**src/rtl/uart_tx_buffered_pkg.sv**
```systemverilog
// Shared UART definitions: FSM encodings, frame geometry, baud defaults.
// The receive path pulls its oversampling constants from here as well.
package uart_tx_buffered_pkg;

   typedef enum logic [1:0] {
      IDLE  = 2'd0,
      START = 2'd1,
      DATA  = 2'd2,
      STOP  = 2'd3
   } tx_state_t;

   localparam int UART_DATA_BITS   = 8;
   localparam int DEF_CLKS_PER_BIT = 10417;
   localparam int RX_OVERSAMPLE    = 16;
   localparam int RX_MID_SAMPLE    = RX_OVERSAMPLE / 2;

   function automatic int cnt_width(input int n);
      return (n < 2) ? 1 : $clog2(n);
   endfunction

endpackage

```
**src/rtl/uart_tx_buffered_if.sv**
```systemverilog
// Peripheral-bus side of the buffered UART transmitter.
// Master is the bus writer, slave is the transmitter.
interface uart_tx_buffered_if;
   import uart_tx_buffered_pkg::*;

   logic [UART_DATA_BITS-1:0] TX_DATA;
   logic                      TX_EN;
   logic                      UART_TX;
   logic                      TX_FULL;
   logic                      TX_EMPTY;
   logic                      TX_BUSY;
   logic                      TX_DONE;
   logic                      TX_DROP;

   modport master (
      output TX_DATA, TX_EN,
      input  UART_TX, TX_FULL, TX_EMPTY,
      input  TX_BUSY, TX_DONE, TX_DROP
   );

   modport slave (
      input  TX_DATA, TX_EN,
      output UART_TX, TX_FULL, TX_EMPTY,
      output TX_BUSY, TX_DONE, TX_DROP
   );

endinterface

```
**src/rtl/uart_tx_fifo.sv**
```systemverilog
// Transmit byte FIFO; pushes are refused while full, even on a same-cycle pop.
// Power-of-two depth so the pointers wrap for free.
module uart_tx_fifo #(
   parameter int W     = 8,
   parameter int DEPTH = 4
) (
   input  logic                       clk,
   input  logic                       reset,
   input  logic                       i_push,
   input  logic                       i_pop,
   input  logic [W-1:0]               i_data,
   output logic [W-1:0]               o_head,
   output logic                       o_full,
   output logic                       o_empty,
   output logic [$clog2(DEPTH):0]     o_count
);

   localparam int AW = $clog2(DEPTH);
   localparam logic [AW:0] FULL_CNT = (AW+1)'(DEPTH);

   logic [W-1:0]  r_mem [DEPTH];
   logic [AW-1:0] r_wptr;
   logic [AW-1:0] r_rptr;
   logic [AW:0]   r_count;
   logic          w_push;
   logic          w_pop;

   assign o_full  = (r_count == FULL_CNT);
   assign o_empty = (r_count == '0);
   assign o_count = r_count;
   assign o_head  = r_mem[r_rptr];
   assign w_push  = i_push && !o_full;
   assign w_pop   = i_pop && !o_empty;

   always_ff @(posedge clk) begin
      if (!reset) begin
         r_wptr  <= '0;
         r_rptr  <= '0;
         r_count <= '0;
      end else begin
         if (w_push)
            r_wptr <= r_wptr + 1'b1;
         if (w_pop)
            r_rptr <= r_rptr + 1'b1;
         if (w_push && !w_pop)
            r_count <= r_count + 1'b1;
         else if (w_pop && !w_push)
            r_count <= r_count - 1'b1;
      end
   end

   always_ff @(posedge clk) begin
      if (w_push)
         r_mem[r_wptr] <= i_data;
   end

endmodule

```
**src/rtl/uart_tx_buffered.sv**
```systemverilog
// 8N1 UART transmitter fed by a small FIFO, timed by a bit-period counter.
// Queued bytes are sent back to back with no idle gap between frames.
module uart_tx_buffered
   import uart_tx_buffered_pkg::*;
#(
   parameter int CLKS_PER_BIT = DEF_CLKS_PER_BIT,
   parameter int FIFO_DEPTH   = 4
) (
   input logic               clk,
   input logic               reset,
   uart_tx_buffered_if.slave bus
);

   localparam int CW = cnt_width(CLKS_PER_BIT);
   localparam int QW = $clog2(FIFO_DEPTH) + 1;
   localparam logic [CW-1:0] LAST = CW'(CLKS_PER_BIT - 1);
   localparam logic [2:0] LAST_BIT = 3'(UART_DATA_BITS - 1);

   tx_state_t                 r_state;
   tx_state_t                 w_state;
   logic [CW-1:0]             r_cnt;
   logic [CW-1:0]             w_cnt;
   logic [2:0]                r_idx;
   logic [2:0]                w_idx;
   logic [UART_DATA_BITS-1:0] r_shift;
   logic [UART_DATA_BITS-1:0] w_shift;
   logic                      r_tx;
   logic                      w_tx;
   logic                      r_drop;
   logic                      w_pop;
   logic                      w_bit_end;
   logic                      w_has;
   logic [UART_DATA_BITS-1:0] w_head;
   logic                      w_full;
   logic                      w_empty;
   logic [QW-1:0]             w_count;

   uart_tx_fifo #(
      .W     (UART_DATA_BITS),
      .DEPTH (FIFO_DEPTH)
   ) u_fifo (
      .clk     (clk),
      .reset   (reset),
      .i_push  (bus.TX_EN),
      .i_pop   (w_pop),
      .i_data  (bus.TX_DATA),
      .o_head  (w_head),
      .o_full  (w_full),
      .o_empty (w_empty),
      .o_count (w_count)
   );

   assign w_has     = (w_count != '0);
   assign w_bit_end = (r_cnt == LAST);

   always_ff @(posedge clk) begin
      if (!reset) begin
         r_state <= IDLE;
         r_cnt   <= '0;
         r_idx   <= '0;
         r_shift <= '0;
         r_tx    <= 1'b1;
         r_drop  <= 1'b0;
      end else begin
         r_state <= w_state;
         r_cnt   <= w_cnt;
         r_idx   <= w_idx;
         r_shift <= w_shift;
         r_tx    <= w_tx;
         r_drop  <= bus.TX_EN && w_full;
      end
   end

   always_comb begin
      w_state = r_state;
      w_cnt   = r_cnt;
      w_idx   = r_idx;
      w_shift = r_shift;
      w_pop   = 1'b0;
      w_tx    = 1'b1;
      if (r_state != IDLE)
         w_cnt = w_bit_end ? '0 : r_cnt + 1'b1;
      unique case (r_state)
         IDLE: begin
            if (w_has) begin
               w_pop   = 1'b1;
               w_shift = w_head;
               w_cnt   = '0;
               w_state = START;
            end
         end
         START: begin
            if (w_bit_end) begin
               w_idx   = '0;
               w_state = DATA;
            end
         end
         DATA: begin
            if (w_bit_end) begin
               w_shift = r_shift >> 1;
               w_idx   = r_idx + 3'd1;
               if (r_idx == LAST_BIT)
                  w_state = STOP;
            end
         end
         STOP: begin
            // chain straight into the next start bit when data waits
            if (w_bit_end) begin
               if (w_has) begin
                  w_pop   = 1'b1;
                  w_shift = w_head;
                  w_state = START;
               end else begin
                  w_state = IDLE;
               end
            end
         end
         default: w_state = IDLE;
      endcase
      // line level follows the state being entered, so it is registered
      unique case (w_state)
         START:   w_tx = 1'b0;
         DATA:    w_tx = w_shift[0];
         default: w_tx = 1'b1;
      endcase
   end

   assign bus.UART_TX  = r_tx;
   assign bus.TX_FULL  = w_full;
   assign bus.TX_EMPTY = w_empty;
   assign bus.TX_BUSY  = (r_state != IDLE);
   assign bus.TX_DONE  = (r_state == STOP) && w_bit_end;
   assign bus.TX_DROP  = r_drop;

endmodule

```
**src/flat_wrapper.sv**
```systemverilog
// flat-port wrapper written by rule: the top's interface ports become plain ports
module uart_tx_buffered_flat import uart_tx_buffered_pkg::*;
#(
   parameter int CLKS_PER_BIT = DEF_CLKS_PER_BIT,
   parameter int FIFO_DEPTH   = 4
)
  (clk, reset, bus_TX_DATA, bus_TX_EN, bus_UART_TX, bus_TX_FULL, bus_TX_EMPTY, bus_TX_BUSY, bus_TX_DONE, bus_TX_DROP);
  uart_tx_buffered_if bus_i ();
  input logic clk;
  input logic reset;
  input wire logic [$bits(bus_i.TX_DATA)-1:0] bus_TX_DATA;
  input wire logic [$bits(bus_i.TX_EN)-1:0] bus_TX_EN;
  output wire logic [$bits(bus_i.UART_TX)-1:0] bus_UART_TX;
  output wire logic [$bits(bus_i.TX_FULL)-1:0] bus_TX_FULL;
  output wire logic [$bits(bus_i.TX_EMPTY)-1:0] bus_TX_EMPTY;
  output wire logic [$bits(bus_i.TX_BUSY)-1:0] bus_TX_BUSY;
  output wire logic [$bits(bus_i.TX_DONE)-1:0] bus_TX_DONE;
  output wire logic [$bits(bus_i.TX_DROP)-1:0] bus_TX_DROP;
  assign bus_i.TX_DATA = bus_TX_DATA;
  assign bus_i.TX_EN = bus_TX_EN;
  assign bus_UART_TX = bus_i.UART_TX;
  assign bus_TX_FULL = bus_i.TX_FULL;
  assign bus_TX_EMPTY = bus_i.TX_EMPTY;
  assign bus_TX_BUSY = bus_i.TX_BUSY;
  assign bus_TX_DONE = bus_i.TX_DONE;
  assign bus_TX_DROP = bus_i.TX_DROP;
  uart_tx_buffered #(.CLKS_PER_BIT(CLKS_PER_BIT), .FIFO_DEPTH(FIFO_DEPTH)) u_core (.clk(clk), .reset(reset), .bus(bus_i));
endmodule
```
**config.mk**
```make
export PLATFORM = sky130hd
export DESIGN_NAME = uart_tx_buffered_flat
export DESIGN_NICKNAME = d
export VERILOG_FILES = /design/src/rtl/uart_tx_buffered_pkg.sv /design/src/rtl/uart_tx_buffered_if.sv /design/src/rtl/uart_tx_fifo.sv /design/src/rtl/uart_tx_buffered.sv /design/src/flat_wrapper.sv
export SDC_FILE = /design/constraint.sdc
export NUM_CORES = 1
export LEC_CHECK = 0
export CAP_MARGIN = 20
export CORE_ASPECT_RATIO = 2
export CORE_MARGIN = 2
export CORE_UTILIZATION = 46
export DETAILED_ROUTE_END_ITERATION = 6
export PLACE_DENSITY = 0.71
export SYNTH_ARGS = -nofsm -noshare
export SYNTH_HDL_FRONTEND = slang
export SYNTH_SLANG_ARGS = --single-unit
```
**constraint.sdc**
```tcl
create_clock -name clk -period 3.4 [get_ports clk]
set_input_delay 0.34 -clock clk [delete_from_list [all_inputs] [get_ports clk]]
set_output_delay 0.34 -clock clk [all_outputs]
set_load 0.01 [all_outputs]
```
======== Word-level counts from Yosys, hierarchy flattened ========
Memory sizes are Yosys's and may differ from the RTL's. A register that Yosys moved wholly into a read port is not among the register bits.
Cells that the tools add are included.
storage, ports and cells
  output and inout bits ................... 6
  word-level logic and storage cells ...... 75
  bits in read-only memories .............. 0
  latch bits .............................. 0
  bits in writable memories ............... 32
  register bits after elaboration ......... 36
  memories kept ........................... 1
  input bits .............................. 11
cells by class
  add/sub/neg operators ................... 6
  multiplexer cells ....................... 28
  bitwise gates (word level) .............. 0
  multipliers ............................. 0
  divide/modulo/power cells ............... 0
  equal/unequal tests ..................... 11
  $lt $le $gt $ge ......................... 0
  reductions and logical operators ........ 19
  shifts and indexed selects .............. 0
memories
  name                 words  bits a word  read ports  clocked after Yosys merged registers in  write ports  line                text
  u_core.u_fifo.r_mem  4      8            1           1                                        1            uart_tx_fifo.sv:21  logic [W-1:0] r_mem [DEPTH];
operator list
  kind                                                 number
  two-way mux 14 bit                                   4
  two-way mux 8 bit                                    3
  case mux 8 bit (3 select lines)                      1
  adder 14 x 1 -> 14 bit, second input constant        1
  equality test 14 bit, second input constant          1
  two-way mux 2 bit                                    7
  two-way mux 3 bit                                    4
  case mux 2 bit (4 select lines)                      1
  adder 3 x 1 -> 3 bit, second input constant          2
  equality test 2 bit, second input constant           3
  equality test 3 bit, second input constant           2
  logical AND 1 bit                                    6
  != test 2 x 1 -> 1 bit, second input constant        3
  case mux 3 bit (2 select lines)                      1
  AND reduction 3 bit                                  2
  nonzero test 2 bit                                   3
  nonzero test 3 bit                                   2
  two-way mux 1 bit                                    5
  adder 2 x 1 -> 2 bit, second input constant          2
  equality test 2 x 1 -> 1 bit, second input constant  2
  logical NOT 1 bit                                    4
  case mux 1 bit (2 select lines)                      2
  logical NOT 3 bit                                    1
  subtractor 3 x 1 -> 3 bit, second input constant     1
  logical NOT 2 bit                                    1

======== Depth between registers and ports, before layout ========
Gate-level depths: netlist of the first run.
  depth after elaboration ................. 8
  gate-level depth with buffers ........... 12

======== Modules after synthesis ========
From an unflattened synthesis of the first run, not the netlist that was laid out.
unflattened totals
  cells, all modules ...................... 281
  area total of the unflattened synthesis .. 3299.4 um^2
modules (own cells, without submodules)
  module            area an instance (um^2)  cells each  times used  seq. area each (um^2)
  uart_tx_buffered  1660.3                   191         1           580.6
  uart_tx_fifo      1639.1                   90          1           1141.1

======== Worst setup path before layout of the first run ========
OpenSTA, ideal clock, no wires.
  path kind ............................... register to register
  start ................................... register u_core.r_cnt[0]
  end ..................................... register u_core.u_fifo.r_count[2], in the netlist u_core.u_fifo.o_count[2]
  library setup time ...................... 0.076 ns
  data arrival time ....................... 2.460 ns
  setup slack ............................. 0.864 ns
  stages on the path, launching flop included .. 13
  buffers on the path ..................... 0
  cell sequence ........................... dfxtp_1 inv_1 ha_1 and4b_1 and4_4 nor2_4 or3_1 ha_1 inv_1 fa_1 xor2_1 or3_1 a21boi_0
on the way
  longest elaborated chain between the ends .. 7
RTL lines
  item                                                     line                     text
  from (decl)                                              uart_tx_buffered.sv:21   logic [CW-1:0] r_cnt;
  from (signal assigned)                                   uart_tx_buffered.sv:66   r_cnt <= w_cnt;
  equality test 14 bit (*)                                 uart_tx_buffered.sv:54   assign w_bit_end = (r_cnt == LAST);
  two-way mux 1 bit (*)                                    uart_tx_buffered.sv:108  if (w_bit_end) begin
  case mux 1 bit (2 select lines) (*)                      uart_tx_buffered.sv:83   unique case (r_state)
  logical AND 1 bit (*)                                    uart_tx_fifo.sv:33       assign w_pop = i_pop && !o_empty;
  logical NOT 1 bit                                        uart_tx_fifo.sv:45       if (w_push && !w_pop)
  logical AND 1 bit                                        uart_tx_fifo.sv:45
  two-way mux 3 bit or nonzero test 2 bit (tied branches)  n/a
  to (signal assigned)                                     uart_tx_fifo.sv:46       r_count <= r_count + 1'b1;
  to (signal assigned)                                     uart_tx_fifo.sv:48       r_count <= r_count - 1'b1;
  to (decl)                                                uart_tx_fifo.sv:24       logic [AW:0] r_count;
Every way passes the cells marked *; elsewhere a longest branch is shown, timed or not.
A chain may end at the register's enable or synchronous reset.

======== Worst setup path after layout of the first run ========
  start ................................... register u_core.u_fifo.r_count[1], in the netlist u_core.u_fifo.o_count[1]
  end ..................................... register u_core.u_fifo.r_count[2], in the netlist u_core.u_fifo.o_count[2]
on the way
  longest elaborated chain between the ends .. 8
RTL lines
  item                                                     line                                             text
  nonzero test 3 bit                                       uart_tx_buffered.sv:53                           assign w_has = (w_count != '0);
  two-way mux 1 bit                                        uart_tx_buffered.sv:85, uart_tx_buffered.sv:109
  two-way mux 1 bit                                        uart_tx_buffered.sv:108
  case mux 1 bit (2 select lines)                          uart_tx_buffered.sv:83
  logical AND 1 bit                                        uart_tx_fifo.sv:33
  logical NOT 1 bit                                        uart_tx_fifo.sv:45
  logical AND 1 bit                                        uart_tx_fifo.sv:45
  two-way mux 3 bit or nonzero test 2 bit (tied branches)  n/a
Parallel ways exist; a longest one is shown, timed or not. The select of a mux whose other input is x is not followed.

==> results of run 1 <==
[where the power goes]
part           total [uW]  internal, uW  switching (uW)
registers            1120          1020             108
logic                 938           399             540
clock network         840           491             349
[metal layers]
metal,GRT usage [%],wire (microns),up-vias
met5,0,0,-
met4,7.51,113,0
met3,5.42,242,9
met2,28.7,3390,48
met1,22.9,2880,1143
li1,-,-,1167
[critical path, stage by stage (launching register included)]
cell	delay, ns
sky130_fd_sc_hd__dfxtp_1	0.34
sky130_fd_sc_hd__or3_1	0.57
sky130_fd_sc_hd__inv_1	0.39
sky130_fd_sc_hd__or3_1	0.21
sky130_fd_sc_hd__ha_1	0.18
sky130_fd_sc_hd__inv_1	0.06
sky130_fd_sc_hd__fa_1	0.37
sky130_fd_sc_hd__xor2_1	0.15
sky130_fd_sc_hd__or3_1	0.30
sky130_fd_sc_hd__a21boi_0	0.16
[worst paths after layout]
kind / endpoint / slack (ns) / depth (start not counted)
setup / recovery: u_core.u_fifo.o_count[2] / 0.59 / 9
hold / removal: u_core.r_idx[1] / 0.48 / 2
setup reg to reg: u_core.u_fifo.o_count[2] / 0.59 / 9
hold reg to reg: u_core.r_idx[1] / 0.48 / 2
[registers in the layout, summed over array words and instances (netlist names), 2 cells and up, named ones only]
| signal | cells |
|---|---|
| u_core.u_fifo.r_mem | 32 |
| u_core.r_cnt | 14 |
| u_core.r_shift | 8 |
| u_core.r_idx | 3 |
| u_core.u_fifo.o_count | 3 |
| u_core.r_state | 2 |
| u_core.u_fifo.r_rptr | 2 |
| u_core.u_fifo.r_wptr | 2 |
[cell families (layout without fill, tap and decap cells)]
kind of cell | count (synthesis) | count (layout) | share of synthesized area (%)
AOI/OAI and AO/OA | 63 | 63 | 11.3
xor gates and xnor gates | 6 | 6 | 1.57
adders and majority gates | 16 | 16 | 6.21
buffers and inverters | 22 | 43 | 2.85
DFF | 70 | 70 | 51.5
muxes | 10 | 10 | 5.99
and+or+nand+nor | 123 | 123 | 20.6
[cell usage in the layout, fill, tap and decap left out, types with 3 or more instances in the layout]
| cell | instances |
|---|---|
| sky130_fd_sc_hd__a21oi_1 | 20 |
| sky130_fd_sc_hd__o21a_1 | 3 |
| sky130_fd_sc_hd__a311oi_1 | 6 |
| sky130_fd_sc_hd__o21ai_0 | 20 |
| sky130_fd_sc_hd__or3_1 | 3 |
| sky130_fd_sc_hd__nor3_1 | 13 |
| sky130_fd_sc_hd__and3_1 | 4 |
| sky130_fd_sc_hd__nor2b_1 | 17 |
| sky130_fd_sc_hd__inv_1 | 9 |
| sky130_fd_sc_hd__nand4_1 | 7 |
| sky130_fd_sc_hd__clkdlybuf4s50_1 | 16 |
| sky130_fd_sc_hd__nand3_1 | 5 |
| sky130_fd_sc_hd__dfxtp_1 | 38 |
| sky130_fd_sc_hd__clkbuf_16 | 9 |
| sky130_fd_sc_hd__a21boi_0 | 5 |
| sky130_fd_sc_hd__nor2_1 | 19 |
| sky130_fd_sc_hd__nor3b_1 | 5 |
| sky130_fd_sc_hd__xnor2_1 | 3 |
| sky130_fd_sc_hd__mux4_2 | 8 |
| sky130_fd_sc_hd__edfxtp_1 | 32 |
| sky130_fd_sc_hd__and2_1 | 12 |
| sky130_fd_sc_hd__xor2_1 | 3 |
| sky130_fd_sc_hd__nor4_1 | 3 |
| sky130_fd_sc_hd__nand2_1 | 26 |
| sky130_fd_sc_hd__ha_1 | 15 |
[through the flow]
step	instances	util, %	hold WS, ns	setup slack (ns)	cell area, sq um
2_1_floorplan	310	-	0.439	0.864	3340
3_3_place_gp	407	49.9	0.455	0.693	3570
3_5_place_dp	407	49.9	0.480	0.602	3570
4_1_cts	423	53.7	0.491	0.580	3840
5_1_grt	423	53.7	0.522	0.330	3840
6_report	423	53.7	0.484	0.594	3840
[layout make-up]
| class | instances | area share, % |
|---|---|---|
| Inverter | 9 | 0.879 |
| Timing Repair Buffer | 18 | 4.56 |
| Clock buffer | 9 | 5.86 |
| Tap cell | 92 | 3.00 |
| Multi-Input combinational cell | 218 | 39.7 |
| Clock inverter | 7 | 1.20 |
| Sequential cell | 70 | 44.8 |
==> run_results.csv, run 1 <==
group,metric,value,unit
final_layout,final_nets,353,
critical_path,timing.critical_path.required,3.66,ns
timing,grt_setup_unrepaired,"false",
cts,cts-buffers-inserted,9,
cts,clk_transition_reported_paths,0.06,ns
floorplanning,die_height,125,microns
grt,antenna_found_initial,0,
cts,cts_buffer_depth,2,
job,drv.max_cap_violation_count,0,
placement,port-buffer-count,16,
power,power_density,756,nW/um^2
cts,tritoncts_clock_tree,"built",
power,max_rail_drop_vdd,0.449,mV
timing,max_slew.worst_pin.slew,0.579,ns
grt,grt_pass1_vias,2307,
power,power,2900,uW
cts,clock_sinks,70,
detailed_routing,route.detailed.vias_per_inst,5.60,
timing,report.final.setup_viol,0,
final_layout,fillCellCount,649,
detailed_routing,avgRoutedWirePerCell,15.7,microns
timing,time_the_final_worst_path_needs_with_i_o_delays_and_setup,2.81,ns
synth,yosys.cell_types.count,42,
timing,fin_hold_viols,0,
synth,postSynthCellCount,310,
hold_path,min-delay-start,"u_core.r_idx[1]",
cts,post_cts_hold_buffer_count,0,
hold_path,hold_class,"flop to flop",
final_layout,final_layout_size_suffix_gt1_share,9.06,%
synth,synth_area,3340,sq um
detailed_routing,antenna_violating_nets_post_route,0,
synth,netlist_top_cells_area,"sky130_fd_sc_hd__edfxtp_1, sky130_fd_sc_hd__dfxtp_1, sky130_fd_sc_hd__ha_1",
synth,synth.largest_area_cell,"sky130_fd_sc_hd__edfxtp_1",
detailed_routing,detail_route.first_pass.iterations,6,
grt,grt_pass1_wl,11100,microns
floorplanning,die_width,64.3,microns
floorplanning,io_pins,17,
synth,async_reset_ff_share,0,%
placement,finalWeightedCongestion,0.858,
final_layout,antennaDiodeCount,0,
detailed_routing,route.vias.total,2367,
synth,synth-edff-count,32,
floorplanning,dieArea,8000,sq um
synth,synth_area_per_cell,10.8,sq um
floorplanning,floorplan.core_area,7160,sq um
outcome,result_of_the_run,"completed",
timing,max_transition_margin,61.4,%
synth,ys_seq_area_share,51.5,%
cts,htree_levels,3,
synth,synthDominantCellAreaShare,28.8,%
final_layout,syn_to_final_growth,15.0,%
final_layout,area_occupied_by_multi_input_gates,1530,sq um
synth,synth-seq-cells,70,
synth,warning_count_from_the_yosys_run,0,
power,power.static_leakage,0.00133,uW
critical_path,regToRegStartpoint,"u_core.u_fifo.o_count[1]",
grt,globalRouteTotalUtil,18.1,%
placement,hpwlAfterDp,4620,microns
synth,synthesis.nets,337,
grt,global_route.overflow_total,0,
cts,clk_latency_worst_skew_pair,0.34,ns
critical_path,critical_path.max_fanout,14,
timing,timing.final.max_slew_violations,0,
grt,grt_max_degree,33,
synth,post_synth_most_frequent_cells,"sky130_fd_sc_hd__dfxtp_1, sky130_fd_sc_hd__edfxtp_1, sky130_fd_sc_hd__nand2_1",
cts,cts_post_setup_buffers_inserted,0,
synth,ys_dominant_reg_cell,"sky130_fd_sc_hd__dfxtp_1",
floorplanning,initial_core_util,46.7,%
critical_path,crit_start,"u_core.u_fifo.o_count[1]",
detailed_routing,initialDrtViolationCount,149,
cts,post_cts_resize_count,0,
critical_path,crit_arrival,3.07,ns
critical_path,worst_setup_ep_type,"flop",
detailed_routing,detail_route.drc_violations,0,
synth,synth.most_common_cell,"sky130_fd_sc_hd__dfxtp_1",
timing,timing.fmax,356,MHz
timing,timing.clock.skew,0.00868,ns
floorplanning,row_count,44,
timing,post-route-period-util,82.5,%
detailed_routing,detail_route.wirelength,6620,microns
timing,final.setup.tns,0,ns
critical_path,critPathKind,"flop to flop",
final_layout,register_area,1720,sq um
cts,cts_root_buffer,"sky130_fd_sc_hd__clkbuf_16",
critical_path,worst_setup_path_start_kind,"flop",
(Power assumes the default switching activity.)
==> run 2, diff against run 1 <==
Settings changed: PLACE_DENSITY 0.71 to 0.73.
Clock period 3.4 ns to 2.45 ns, I/O delays scaled along.
==> run 2 against run 1 <==
Critical path depth up 3. Global-route usage up 0.62 points. Sequential cell count unchanged. Core utilization up 3.1 points. Total power up 51%. Via count up 4.7%. Sequential power up 37%. Worst hold slack better by 0.0096 ns. Setup slack worse by 0.53 ns. Sequential share of layout area down 2.3 points. Final cell count up 4.3%. Design area up 5.8%. Largest cell class unchanged.
==> run_results.csv, run 2 (same netlist as run 1, synthesis figures left out) <==
group,metric,value,unit
grt,grt_max_degree,18,
critical_path,timing.critical_path.required,2.72,ns
critical_path,path_buf_inv,2,
detailed_routing,route.detailed.vias_per_inst,5.62,
detailed_routing,initialDrtViolationCount,166,
grt,antenna_found_initial,0,
floorplanning,io_pins,17,
final_layout,syn_to_final_growth,21.7,%
floorplanning,floorplan.core_area,7160,sq um
power,max_rail_drop_vdd,0.694,mV
floorplanning,die_height,125,microns
hold_path,hold_class,"flop to flop",
final_layout,commonest_cells_after_routing_fill_and_taps_aside,"sky130_fd_sc_hd__dfxtp_1, sky130_fd_sc_hd__edfxtp_1, sky130_fd_sc_hd__nand2_1",
floorplanning,die_width,64.3,microns
critical_path,path_cells,"inv_2, ha_4, and4b_1, and4_4, nor2_4, or3_4, ha_4, inv_2, fa_2, xor2_1, or3_1, a21boi_1",
critical_path,worst_setup_ep_type,"flop",
cts,clk_latency_worst_skew_pair,0.34,ns
placement,post_dp_cell_area,3710,sq um
critical_path,critical_path.max_fanout,3,
timing,post-route-period-util,97.6,%
grt,global_route.overflow_total,0,
cts,cts-buffers-inserted,9,
grt,grt_pass1_vias,2453,
floorplanning,dieArea,8000,sq um
critical_path,crit_arrival,2.66,ns
cts,htree_levels,3,
detailed_routing,detail_route.wirelength,6870,microns
placement,finalWeightedCongestion,0.868,
timing,max_transition_margin,59.7,%
grt,grt_pass1_wl,11700,microns
detailed_routing,avgRoutedWirePerCell,15.6,microns
final_layout,regMostFlops,"u_core.u_fifo.r_mem",
outcome,result_of_the_run,"completed",
cts,cts_buffer_depth,2,
job,drv.max_cap_violation_count,0,
placement,port-buffer-count,16,
critical_path,largest_delay_share_family_worst_path,"simple AND/OR/NAND/NOR gates",
timing,report.final.setup_viol,0,
power,switching_part_of_the_total_power,33.6,%
timing,time_the_final_worst_path_needs_with_i_o_delays_and_setup,2.39,ns
critical_path,worst_setup_path_start_kind,"flop",
power,netSwitchingPower,1470,uW
timing,timing.final.max_slew_violations,0,
placement,pre_cts_slack,-0.00396,ns
grt,globalRouteTotalUtil,18.8,%
final_layout,final_nets,371,
power,power.static_leakage,0.00146,uW
floorplanning,row_count,44,
timing,max_slew.worst_pin.slew,0.604,ns
detailed_routing,detail_route.drc_violations,0,
cts,clk_transition_reported_paths,0.06,ns
cts,cts_root_buffer,"sky130_fd_sc_hd__clkbuf_16",
floorplanning,initial_core_util,46.7,%
power,power_density,1080,nW/um^2
power,power.clock.fraction,29.9,%
final_layout,reg_top3,"u_core.u_fifo.r_mem x32, u_core.r_cnt x14, u_core.r_shift x8",
critical_path,delay_contributed_by_the_slowest_stage_of_the_critical_path,0.35,ns
cts,tritoncts_clock_tree,"built",
timing,timing.fmax,418,MHz
timing,grt_setup_unrepaired,"true",
cts,clock_sinks,70,
final_layout,final_layout_size_suffix_gt1_share,18.3,%
detailed_routing,detail_route.first_pass.iterations,4,
timing,fin_hold_viols,0,
power,share_seq_of_total_power,34.9,%
power,power_report.internal_total,2910,uW
critical_path,critical_path.slowest_cell,"sky130_fd_sc_hd__dfxtp_4",
detailed_routing,route.vias.total,2479,
power,comb_power_share,35.2,%
final_layout,final_common_cell,"sky130_fd_sc_hd__dfxtp_1",
final_layout,largest_reg_flops,32,
final_layout,area_of_all_placed_cells_without_fillers,4070,sq um
detailed_routing,antenna_violating_nets_post_route,0,
timing,timing.clock.skew,0.00559,ns
final_layout,antennaDiodeCount,0,
timing,layout_setup_ws,0.0598,ns
critical_path,critPathKind,"flop to flop",
placement,hpwlAfterDp,4830,microns
[run 2: layout make-up]
type / instances / area (sq um)
fillers: 624 / 3090
flip-flops and latches: 70 / 1730
multi-input cells: 218 / 1570
repair buffers: 36 / 310
clock buffers: 9 / 225
well taps: 92 / 115
clock inverters: 7 / 81.3
inverters: 9 / 33.8
[run 2: worst paths after layout]
| path | depth (start not counted) | slack (ns) | to | start |
|---|---|---|---|---|
| min reg2reg | 2 | 0.49 | u_core.r_idx[1] | u_core.r_idx[1] |
| min | 2 | 0.49 | u_core.r_idx[1] | u_core.r_idx[1] |
| max reg2reg | 12 | 0.06 | u_core.u_fifo.o_count[2] | u_core.r_cnt[1] |
| max | 12 | 0.06 | u_core.u_fifo.o_count[2] | u_core.r_cnt[1] |
[run 2: metal layers]
| layer | track usage [%] | up-vias | part of all wire, % |
|---|---|---|---|
| met3 | 4.88 | 13 | 4.7 |
| met1 | 23.3 | 1198 | 41 |
| li1 | - | 1204 | - |
| met2 | 30.5 | 64 | 52 |
| met5 | 0 | - | 0 |
| met4 | 7.76 | 0 | 2.1 |
[run 2: worst register-to-register path, delay by kind of cell, from the launching register on]
kind | cells | cell delay, ns
buffers and inverters | 2 | 0.11
AO/OA/AOI/OAI | 1 | 0.15
flip-flops | 1 | 0.35
adder cells (fa/ha/maj) | 3 | 0.47
XOR/XNOR | 1 | 0.07
AND/OR/NAND/NOR | 5 | 1.15
[run 2: what timing repair did]
item / CTS / global route
resized for setup: 1 / 9
endpoints found under the setup margin: 1 / 3
setup buffers: 1 / 2
hold buffers: 0 / 0
pin swaps: 3 / 5
[run 2: power groups by stage]
stage	Sequential, uW	Clock, uW	Combinational, uW
6_report	1530	1310	1540
4_1_cts	1530	1340	1510
2_1_floorplan	1530	0	1050
3_5_place_dp	1550	0	1470
3_3_place_gp	1540	0	1410
5_1_grt	1550	1390	1710
[run 2: per-stage QoR]
stage          hold WS [ns]  setup TNS, ns  power (uW)  instances  util [%]
6_report              0.494              0        4370        441      56.8
5_1_grt               0.522        -0.0398        4640        441      56.8
4_1_cts               0.490              0        4370        439      56.2
3_5_place_dp          0.482       -0.00396        3030        422      51.8
3_3_place_gp          0.455              0        2950        422      51.8
2_1_floorplan         0.344              0        2580        310         -
==> run 3, diff against run 2 <==
Settings changed: CELL_PAD_IN_SITES_DETAIL_PLACEMENT set to 1, CELL_PAD_IN_SITES_GLOBAL_PLACEMENT set to 1, CORE_UTILIZATION 46 to 43, PLACE_DENSITY 0.73 to 0.82.
==> run 3 against run 2 <==
Die area up 6.6%. Sequential share of layout area down 1.1 points. Routed wire length up 26%.
==> run_results.csv, run 3 (same netlist as run 1, synthesis figures left out) <==
group,metric,value,unit
cts,cts_buffer_depth,2,
critical_path,worst_setup_ep_type,"flop",
final_layout,antennaDiodeCount,0,
timing,timing.final.max_slew_violations,0,
final_layout,final_layout_size_suffix_gt1_share,21.3,%
job,drv.max_cap_violation_count,0,
grt,grt_pass1_vias,2782,
final_layout,final_nets,384,
timing,timing.clock.skew,0.00535,ns
critical_path,worstReg2RegEnd,"u_core.u_fifo.o_count[2]",
final_layout,regMostFlops,"u_core.u_fifo.r_mem",
power,netSwitchingPower,1560,uW
cts,clk_latency_worst_skew_pair,0.33,ns
detailed_routing,antenna_violating_nets_post_route,0,
cts,htree_levels,3,
floorplanning,die_width,66.3,microns
detailed_routing,avgRoutedWirePerCell,18.9,microns
placement,post_dp_cell_area,3790,sq um
grt,grt_pass1_wl,13900,microns
floorplanning,row_count,45,
critical_path,crit_arrival,2.69,ns
floorplanning,io_pins,17,
outcome,result_of_the_run,"completed",
critical_path,worst_setup_path_start_kind,"flop",
grt,globalRouteTotalUtil,22.6,%
power,max_rail_drop_vdd,0.647,mV
timing,grt_setup_unrepaired,"true",
final_layout,reg_top3,"u_core.u_fifo.r_mem x32, u_core.r_cnt x14, u_core.r_shift x8",
floorplanning,dieArea,8540,sq um
cts,tritoncts_clock_tree,"built",
power,power_report.internal_total,2950,uW
cts,clock_sinks,70,
power,power,4510,uW
detailed_routing,route.vias.total,2585,
timing,max_transition_margin,59.6,%
power,power.static_leakage,0.00152,uW
placement,finalWeightedCongestion,0.796,
floorplanning,die_height,129,microns
grt,grt_max_degree,18,
timing,time_the_final_worst_path_needs_with_i_o_delays_and_setup,2.42,ns
timing,post-route-period-util,98.9,%
critical_path,r2r.worst_path.cells,11,
final_layout,syn_to_final_growth,24.7,%
hold_path,hold_path_end,"u_core.r_idx[1]",
final_layout,register_area,1730,sq um
hold_path,min-delay-start,"u_core.r_idx[1]",
placement,hpwlAfterDp,6190,microns
detailed_routing,detail_route.wirelength,8630,microns
hold_path,number_of_stages_on_the_worst_hold_path,2,
final_layout,final_common_cell,"sky130_fd_sc_hd__dfxtp_1",
placement,pre_cts_slack,0.0109,ns
grt,global_route.overflow_total,0,
power,switching_part_of_the_total_power,34.6,%
final_layout,area_occupied_by_multi_input_gates,1580,sq um
final_layout,commonest_cells_after_routing_fill_and_taps_aside,"sky130_fd_sc_hd__dfxtp_1, sky130_fd_sc_hd__buf_4, sky130_fd_sc_hd__edfxtp_1",
critical_path,reg2reg_setup_slack,0.03,ns
timing,max_slew.worst_pin.slew,0.606,ns
floorplanning,initial_core_util,44.3,%
critical_path,timing.critical_path.required,2.72,ns
detailed_routing,initialDrtViolationCount,148,
final_layout,largest_reg_flops,32,
power,share_seq_of_total_power,33.9,%
cts,cts-buffers-inserted,9,
grt,antenna_found_initial,0,
final_layout,area_of_all_placed_cells_without_fillers,4170,sq um
critical_path,critical_path.max_fanout,2,
power,power.clock.fraction,28.6,%
power,power_density,1080,nW/um^2
cts,cts_root_buffer,"sky130_fd_sc_hd__clkbuf_16",
cts,clk_transition_reported_paths,0.06,ns
floorplanning,floorplan.core_area,7540,sq um
detailed_routing,detail_route.drc_violations,0,
timing,report.final.setup_viol,0,
timing,layout_setup_ws,0.0267,ns
detailed_routing,route.detailed.vias_per_inst,5.67,
detailed_routing,detail_route.first_pass.iterations,4,
timing,timing.fmax,413,MHz
critical_path,regToRegStartpoint,"u_core.r_state[0]",
timing,fin_hold_viols,0,
final_layout,postLayoutCoreUtil,55.2,%
power,comb_power_share,37.5,%
critical_path,critPathKind,"flop to flop",
final_layout,fillCellCount,836,
timing,final.setup.tns,0,ns
hold_path,hold_class,"flop to flop",
placement,port-buffer-count,16,
-- run 3: cell count changes in the layout (fill, tap and decap cells not counted), sizes merged --
cell / before / now
buf: 20 / 33
clkinvlp: 0 / 1
inv: 12 / 10
clkinv: 3 / 4
-- run 3: area by class of cell --
cell class	instances	area share, %
sequential	70	41.5
multi-input combinational	218	37.9
timing repair buffer	49	9.79
clock buffer	9	5.40
tap	94	2.82
clock inverter	7	1.77
inverter	9	0.871
-- run 3: per-layer routing --
layer  up-vias  wire length [microns]  global-route usage, %
met5         -                      0                      0
met4         0                    372                   12.6
met3        25                    223                   4.37
met2        58                   5130                   43.6
met1      1282                   2910                   20.9
li1       1220                      -                      -
-- run 3: how the worst max path moves through the flow --
stage,end,depth (start not counted),startpoint
floorplan,u_core.u_fifo.o_count[2],11,u_core.r_state[1]
global placement,u_core.u_fifo.o_count[2],12,u_core.r_cnt[1]
detailed placement,u_core.u_fifo.o_count[2],12,u_core.r_cnt[1]
CTS,u_core.u_fifo.o_count[2],12,u_core.r_cnt[1]
global route,u_core.u_fifo.o_count[2],12,u_core.r_cnt[1]
finish,u_core.u_fifo.o_count[2],11,u_core.r_state[0]
-- run 3: timing repair --
item                                   CTS  global route
endpoints found under the hold margin    0             0
setup endpoints to repair                2             2
pin swaps                                8             6
hold buffers                             0             0
gates resized for setup                  8             3
buffers inserted                         4             2
-- run 3: per-stage QoR --
stage,hold slack [ns],instances
3_5_place_dp,0.472,434
4_1_cts,0.476,454
2_1_floorplan,0.344,310
5_1_grt,0.499,456
6_report,0.475,456
3_3_place_gp,0.453,434
-- run 3: critical path, stage by stage (launching register included) --
cell and delay (ns):
sky130_fd_sc_hd__dfxtp_2 0.33, sky130_fd_sc_hd__ha_2 0.17, sky130_fd_sc_hd__and3_4 0.21, sky130_fd_sc_hd__and4_4 0.26
sky130_fd_sc_hd__nor2_4 0.04, sky130_fd_sc_hd__or3_4 0.40, sky130_fd_sc_hd__ha_4 0.17, sky130_fd_sc_hd__inv_2 0.05
sky130_fd_sc_hd__fa_2 0.20, sky130_fd_sc_hd__xor2_2 0.08, sky130_fd_sc_hd__or3_1 0.32, sky130_fd_sc_hd__a21boi_1 0.14
-- run 3: power by group through the flow --
| stage | registers, uW | clock network [uW] | logic [uW] |
|---|---|---|---|
| floorplan | 1530 | 0 | 1050 |
| global placement | 1530 | 0 | 1510 |
| detailed placement | 1550 | 0 | 1590 |
| CTS | 1530 | 1310 | 1690 |
| global route | 1550 | 1350 | 1860 |
| finish | 1530 | 1290 | 1690 |
